File: config.mk
export PLATFORM = sky130hd
export DESIGN_NAME = riscv_fault_monitor
export DESIGN_NICKNAME = d
export VERILOG_FILES = /design/src/rtl/riscv_fault_monitor.sv
export SDC_FILE = /design/constraint.sdc
export NUM_CORES = 1
export LEC_CHECK = 0
export CAP_MARGIN = 20
export CORE_UTILIZATION = 49
export CTS_CLUSTER_DIAMETER = 60
export DETAILED_ROUTE_END_ITERATION = 10
export HOLD_SLACK_MARGIN = 0.1
export PLACE_DENSITY_LB_ADDON = 0.1
export SLEW_MARGIN = 0
export SYNTH_ARGS = -nofsm -noshare
export SYNTH_HDL_FRONTEND = slang
export SYNTH_SLANG_ARGS = --single-unit
File: constraint.sdc
create_clock -name clk -period 3.39 [get_ports clk]
set_input_delay 0.339 -clock clk [delete_from_list [all_inputs] [get_ports clk]]
set_output_delay 0.339 -clock clk [all_outputs]
set_load 0.02 [all_outputs]
File: src/rtl/riscv_fault_monitor.sv
// First-fault classifier for riscv_top status: sticky cause bits, a timestamp against a
// saturating cycle counter, and a halt request that stays up until it is acknowledged.
module riscv_fault_monitor #(
  parameter int unsigned CNT_W         = 32,
  parameter int unsigned INVALID_LIMIT = 4,
  parameter int unsigned BOOT_GRACE    = 2
) (
  input  logic             clk,
  input  logic             rstn,
  input  logic             opcode_valid,
  input  logic             error_instrmem_invalid_address,
  input  logic             error_instrmem_misaligned_access,
  input  logic             error_datamem_invalid_address,
  input  logic             error_datamem_misaligned_access,
  input  logic             clear,
  output logic             halt_req,
  output logic             fault_active,
  output logic [2:0]       fault_code,
  output logic [4:0]       sticky_errors,
  output logic [CNT_W-1:0] fault_cycle,
  output logic [CNT_W-1:0] cycle_count
);

  localparam int unsigned IW         = $clog2(INVALID_LIMIT + 1);
  localparam int unsigned GRACE_LAST = (BOOT_GRACE > 0) ? BOOT_GRACE - 1 : 0;
  localparam int unsigned GW         = (GRACE_LAST > 0) ? $clog2(GRACE_LAST + 1) : 1;

  typedef enum logic [1:0] {ST_BOOT, ST_RUN, ST_HALT} state_e;
  localparam state_e RESET_STATE = (BOOT_GRACE == 0) ? ST_RUN : ST_BOOT;

  state_e           state_q;
  logic [GW-1:0]    grace_q;
  logic [IW-1:0]    inv_q;
  logic [IW-1:0]    inv_d;
  logic             halt_q;
  logic [2:0]       code_q;
  logic [2:0]       code_d;
  logic [4:0]       sticky_q;
  logic [CNT_W-1:0] fcycle_q;
  logic [CNT_W-1:0] cnt_q;
  logic [3:0]       mem_err;
  logic             inv_hit;
  logic [4:0]       causes;

  // Bit k-1 of the cause vector is fault code k, so it maps straight onto sticky_errors.
  always_comb begin
    mem_err = {error_datamem_misaligned_access, error_datamem_invalid_address,
               error_instrmem_misaligned_access, error_instrmem_invalid_address};
    inv_d   = '0;
    if (!opcode_valid) begin
      inv_d = (inv_q == IW'(INVALID_LIMIT)) ? inv_q : inv_q + IW'(1);
    end
    inv_hit = (state_q == ST_RUN) && !opcode_valid && (inv_d == IW'(INVALID_LIMIT));
    causes  = {inv_hit, mem_err};
    code_d  = 3'd0;
    if (causes[0])      code_d = 3'd1;
    else if (causes[1]) code_d = 3'd2;
    else if (causes[2]) code_d = 3'd3;
    else if (causes[3]) code_d = 3'd4;
    else if (causes[4]) code_d = 3'd5;
  end

  always_ff @(posedge clk) begin
    if (!rstn) begin
      state_q  <= RESET_STATE;
      grace_q  <= '0;
      inv_q    <= '0;
      halt_q   <= 1'b0;
      code_q   <= '0;
      sticky_q <= '0;
      fcycle_q <= '0;
      cnt_q    <= '0;
    end else begin
      if (cnt_q != '1) begin
        cnt_q <= cnt_q + CNT_W'(1);
      end
      // An acknowledge masks every input sampled in the same cycle.
      if (clear) begin
        sticky_q <= '0;
        if (state_q == ST_HALT) begin
          state_q  <= ST_RUN;
          halt_q   <= 1'b0;
          code_q   <= '0;
          fcycle_q <= '0;
          inv_q    <= '0;
        end
      end else begin
        sticky_q <= sticky_q | causes;
        case (state_q)
          ST_BOOT: begin
            if (|causes) begin
              state_q  <= ST_HALT;
              halt_q   <= 1'b1;
              code_q   <= code_d;
              fcycle_q <= cnt_q;
            end else if (grace_q == GW'(GRACE_LAST)) begin
              state_q <= ST_RUN;
            end else begin
              grace_q <= grace_q + GW'(1);
            end
          end
          ST_RUN: begin
            inv_q <= inv_d;
            if (|causes) begin
              state_q  <= ST_HALT;
              halt_q   <= 1'b1;
              code_q   <= code_d;
              fcycle_q <= cnt_q;
            end
          end
          default: begin
          end
        endcase
      end
    end
  end

  assign halt_req      = halt_q;
  assign fault_active  = halt_q;
  assign fault_code    = code_q;
  assign sticky_errors = sticky_q;
  assign fault_cycle   = fcycle_q;
  assign cycle_count   = cnt_q;

endmodule

# Word level (Yosys, flattened, before mapping)
# Index checks and enable logic that the tools add are counted.
# op_classes
n_addsub	3
mux	28
n_eq_ne	8
n_bitwise	4
div	0
reduce_logical	15
mul	0
order_cmp	0
n_shift	0
# ops
cell	n
$mux 32	4
$mux 3	13
$add 32x1->32 const B	1
$ne 32x32->1 const B	1
$mux 2	5
$eq 3x3->1 const B	2
$reduce_and 3->1	2
$reduce_bool 2->1	3
$mux 1	5
$or 5x5->5	1
$reduce_or 5->1	1
$ne 4x4->1 const B	1
$pmux 2 s2	1
$reduce_and 4->1	1
$reduce_or 2->1	2
$add 3x1->3 const B	1
$ne 3x2->1 const B	1
$not 1->1	3
$reduce_bool 3->1	1
$eq 2x1->1 const B	1
$eq 2x2->1 const B	1
$logic_and 1x1->1	2
$logic_not 2->1	1
$ne 2x1->1 const B	1
other kinds (3)	3
# totals
elab_cells	66
rom_bits	0
out_inout_bits	74
n_memories	0
reg_bits	79
mem_bits_rw	0
latchBits	0

# Longest topological paths before layout
# logic_depth
depth_word	13
depth_mapped	9
ltp_nobuf	7

# Worst setup path before layout
# Ideal clock, no wire load.
# synth_timing
path_kind	reg-to-reg
from	register inv_q[0]
to	register fcycle_q[24] (netlist: fault_cycle[24])
setup_slack_ns	0.838
stages_incl_launch_ff	10
arrival_ns	2.435
setup_ns	0.117
period_less_slack_ns	2.552
n_path_buf	2
path_cell_list	dfxtp_1 inv_1 ha_1 or4b_1 a311oi_2 nor3b_1 o221a_1 buf_6 buf_6 a22o_1
# synth_via
elab_chain_cells	8
word_cells_on_any_way	9
# synth_rtl
element	line_no	source
from (decl)	33	logic [IW-1:0] inv_q;
from (signal assigned)	103	inv_q <= inv_d;
$add 3x1->3 / $eq 3x3->1 (equally long branches)	51	inv_d = (inv_q == IW'(INVALID_LIMIT)) ? inv_q : inv_q + IW'(1);
$mux 3 (*)	51	
$mux 3 (*)	50	if (!opcode_valid) begin
$eq 3x3->1 (*)	53	inv_hit = (state_q == ST_RUN) && !opcode_valid && (inv_d == IW'(INVALID_LIMIT));
$logic_and 1x1->1 (*)	53	
$reduce_or 5->1 (*)	91, 104	
$reduce_bool 2->1 (no source line) (*)	-	
$reduce_and 3->1 (no source line) (*)	-	
to (signal assigned)	95	fcycle_q <= cnt_q;
to (signal assigned)	108	fcycle_q <= cnt_q;
to (decl)	39	logic [CNT_W-1:0] fcycle_q;
# Mark *: on every way between the ends. The rest lies on a longest branch, timed or not.
# A chain may end at the register's enable or synchronous reset.

# Worst setup path after layout
# layout_timing
from	register inv_q[0]
to	register fcycle_q[16] (netlist: fault_cycle[16])
# The elaborated chain is that of the path after synthesis.

==> impl_metrics.py <==
metrics = {
    "status": {
        "status": "finished with violations",
        "violations": "DRC",
    },
    "die": {
        "core_area_sq_um": 6422,
        "dieWidth_microns": 83.98,
        "start_util_pct": 51.28,
        "io_pins": 82,
        "row_count": 29,
        "fp.dieH_microns": 83.98,
        "dieArea_sq_um": 7053,
    },
    "cts": {
        "cts_tree": "built",
        "cts_buffer_depth": 2,
        "numClockSinks": 79,
        "cts.clk_slew.worst_paths_ns": 0.08,
        "cts_setup_buffers": 0,
        "cts_root_buffer": "clkbuf_8",
        "cts_made_buffers": 9,
        "clk_latency_ns": 0.35,
        "cts.repair.resized": 0,
        "holdBufCountCts": 0,
        "h-tree-depth": 3,
    },
    "synthesis": {
        "synth_top_flop_cell": "dfxtp_1",
        "ys_async_sr_fraction_pct": 0,
        "ys_warn_count": 0,
        "synth-seq-area-share_pct": 48.02,
        "synth_common_cells": "dfxtp_1, nor2_1, a22o_1, nand2_1, xnor2_1",
        "yosysMostFrequentCell": "dfxtp_1",
        "syn_area_sq_um": 3293,
        "syn-num-nets": 359,
        "yosysTopAreaCell": "dfxtp_1",
        "ys_seq_elements": 79,
        "syn_area_per_cell_sq_um": 9.463,
        "yosys.area.top_type_share_pct": 48.02,
        "synthCells": 348,
        "synth_edf_count": 0,
        "synthDistinctLibCells": 54,
        "yosys-top-cells-area": "dfxtp_1, a22o_1, nor2_1",
    },
    "placed_design": {
        "place_area_sq_um": 4169,
        "portBuffers": 81,
        "gp_congestion": 0.8250,
        "dp_hpwl_mm": 5.315,
    },
    "power": {
        "p_int_mw": 1.346,
        "vdd_ir_drop_max_v": 0.0002804,
        "p_leak_nw": 1.545,
        "combPwrFrac_pct": 6.6,
        "p_per_area_nw_per_um2": 405.3,
        "p_seq_share_pct": 53.7,
        "pwr-share-clk_pct": 39.7,
        "switching_share_pct": 24.00,
        "p_sw_mw": 0.4248,
    },
    "routing": {
        "drc": 10,
        "wl_per_cell_microns": 15.03,
        "finalWirelength_mm": 7.726,
        "route.vias.total": 2921,
        "drt_iter0_drc": 117,
        "dr.pass1.iters": 8,
        "ant_nets": 0,
        "vias_per_cell": 5.683,
    },
    "critical_path": {
        "ff2ff_setup_slack_ns": 0.55,
        "arrival_ns": 3.08,
        "reg2reg_to": "fault_cycle[16]",
        "slowest_stage": "or4b_1",
        "cp-start-kind": "flip-flop",
        "crit_buf_inv": 2,
        "endpoint_kind": "flip-flop",
        "critPathKind": "flip-flop to flip-flop",
        "cp_slowest_stage_delay_ns": 0.48,
        "cp_max_fo": 20,
        "worstReg2RegStart": "inv_q[0]",
        "cp.required_ns": 3.63,
        "crit_chain": "inv_1 > ha_1 > or4b_1 > a311oi_2 > nor3b_1 > o221a_1 > buf_4 > a22o_1",
        "rr_worst_depth": 8,
        "cp_top_family": "compound AO/OA/AOI/OAI gates",
    },
    "global_routing": {
        "grt_use_met1_pct": 30.26,
        "grt_pass1_vias": 2702,
        "antenna_found_initial": 0,
        "groute.layer.met2.usage_pct": 35.77,
        "grt_overflow_total": 0,
        "grt_pass1_wl_mm": 12.95,
        "grt_util_all_layers_pct": 22.90,
        "met3_usage_pct": 6.231,
        "grt-busiest-layer": "met2",
        "grt_max_degree": 21,
    },
    "sta": {
        "final_hold_viol_count": 0,
        "post-route-period-util_pct": 83.64,
        "setup_viol": 0,
        "worst_pin_slew_ns": 0.7063,
        "final.setup.tns_ns": 0,
        "slew_headroom_pct": 51.70,
        "drv_slew": 0,
        "fin_crit_ns": 2.835,
        "rsz0062_at_grt": "false",
        "fmax_mhz": 352.7,
        "skew_ns": 0.007700,
    },
    "layout": {
        "final_util_pct": 68.01,
        "layout-drive-gt1-share_pct": 7.551,
        "nets": 443,
        "fin_area_sq_um": 4368,
        "diodes": 0,
        "syn_to_final_growth_pct": 32.64,
    },
    "min_path": {
        "holdPathStages": 1,
        "hp-class": "flip-flop to flip-flop",
        "hold_start": "fault_code[1]",
        "min_to": "fault_code[1]",
    },
    "flow_run": {
        "drv_cap": 0,
    },
}
## cells in the final DEF, fill, tap and decap left out, types with 8 or more instances in the layout
cell type,synthesis,final
nand3_1,12,12
a22o_1,32,32
a211oi_1,8,8
nor2_1,44,43
o21ai_0,8,8
buf_4,1,9
nand2_1,25,25
clkdlybuf4s50_1,0,81
inv_1,10,10
nand4_1,8,8
a21oi_1,12,12
xnor2_1,16,16
dfxtp_1,79,79
clkbuf_8,0,10
## cell type report
class	count	area, sq um
fill	547	2054
sequential	79	1582
tap	77	96.34
multi-input combinational	241	1572
clock inverter	5	57.56
inverter	11	41.29
timing repair buffer	90	878.3
clock buffer	11	141.4
## worst max path at each step
stage,start,to,slack (ns),depth (start not counted)
final,inv_q[0],fault_cycle[16],0.55,8
after global routing,inv_q[0],fault_cycle[23],0.41,8
after CTS,inv_q[0],fault_cycle[16],0.55,8
after detailed placement,opcode_valid,fault_cycle[16],0.55,7
after global placement,opcode_valid,fault_cycle[11],0.60,7
after floorplan,inv_q[0],fault_cycle[24],0.84,9
## per-stage QoR
| stage | instances | total power [mW] | worst slack (ns) | hold slack (ns) |
|---|---|---|---|---|
| 4_1_cts | 514 | 1.781 | 0.5491 | 0.4676 |
| 3_3_place_gp | 498 | 1.087 | 0.6002 | 0.4441 |
| 3_5_place_dp | 498 | 1.088 | 0.5482 | 0.4441 |
| 5_1_grt | 514 | 1.833 | 0.4129 | 0.4827 |
| 6_report | 514 | 1.770 | 0.5546 | 0.4738 |
| 2_1_floorplan | 348 | 1.044 | 0.8381 | 0.4412 |
## flip-flops by register name, summed over array words and instances, names as in the netlist
signal / count
state_q: 2
fault_active: 1
inv_q: 3
grace_q: 1
sticky_errors: 5
fault_cycle: 32
fault_code: 3
cycle_count: 32
## cell families after synthesis
group / share of synthesized area [%]
XOR/XNOR: 4.521
AND/OR/NAND/NOR: 20.71
buffers and inverters: 4.331
AO/OA/AOI/OAI: 19.45
flip-flops: 48.02
multiplexers: 1.824
adder cells (fa/ha/maj): 1.140
## metal layers
| layer | wire, microns | up-vias |
|---|---|---|
| li1 | - | 1438 |
| met4 | 29 | 0 |
| met1 | 3728 | 1407 |
| met2 | 3615 | 74 |
| met5 | 0 | - |
| met3 | 353 | 2 |
## power by group through the flow
| stage | clock network (mW) | registers (mW) | logic (mW) |
|---|---|---|---|
| floorplan | 0 | 0.982 | 0.0618 |
| global placement | 0 | 0.973 | 0.114 |
| detailed placement | 0 | 0.973 | 0.115 |
| CTS | 0.713 | 0.951 | 0.116 |
| global route | 0.754 | 0.953 | 0.126 |
| finish | 0.703 | 0.951 | 0.116 |
Note: power is estimated with default switching activity, not from simulation.
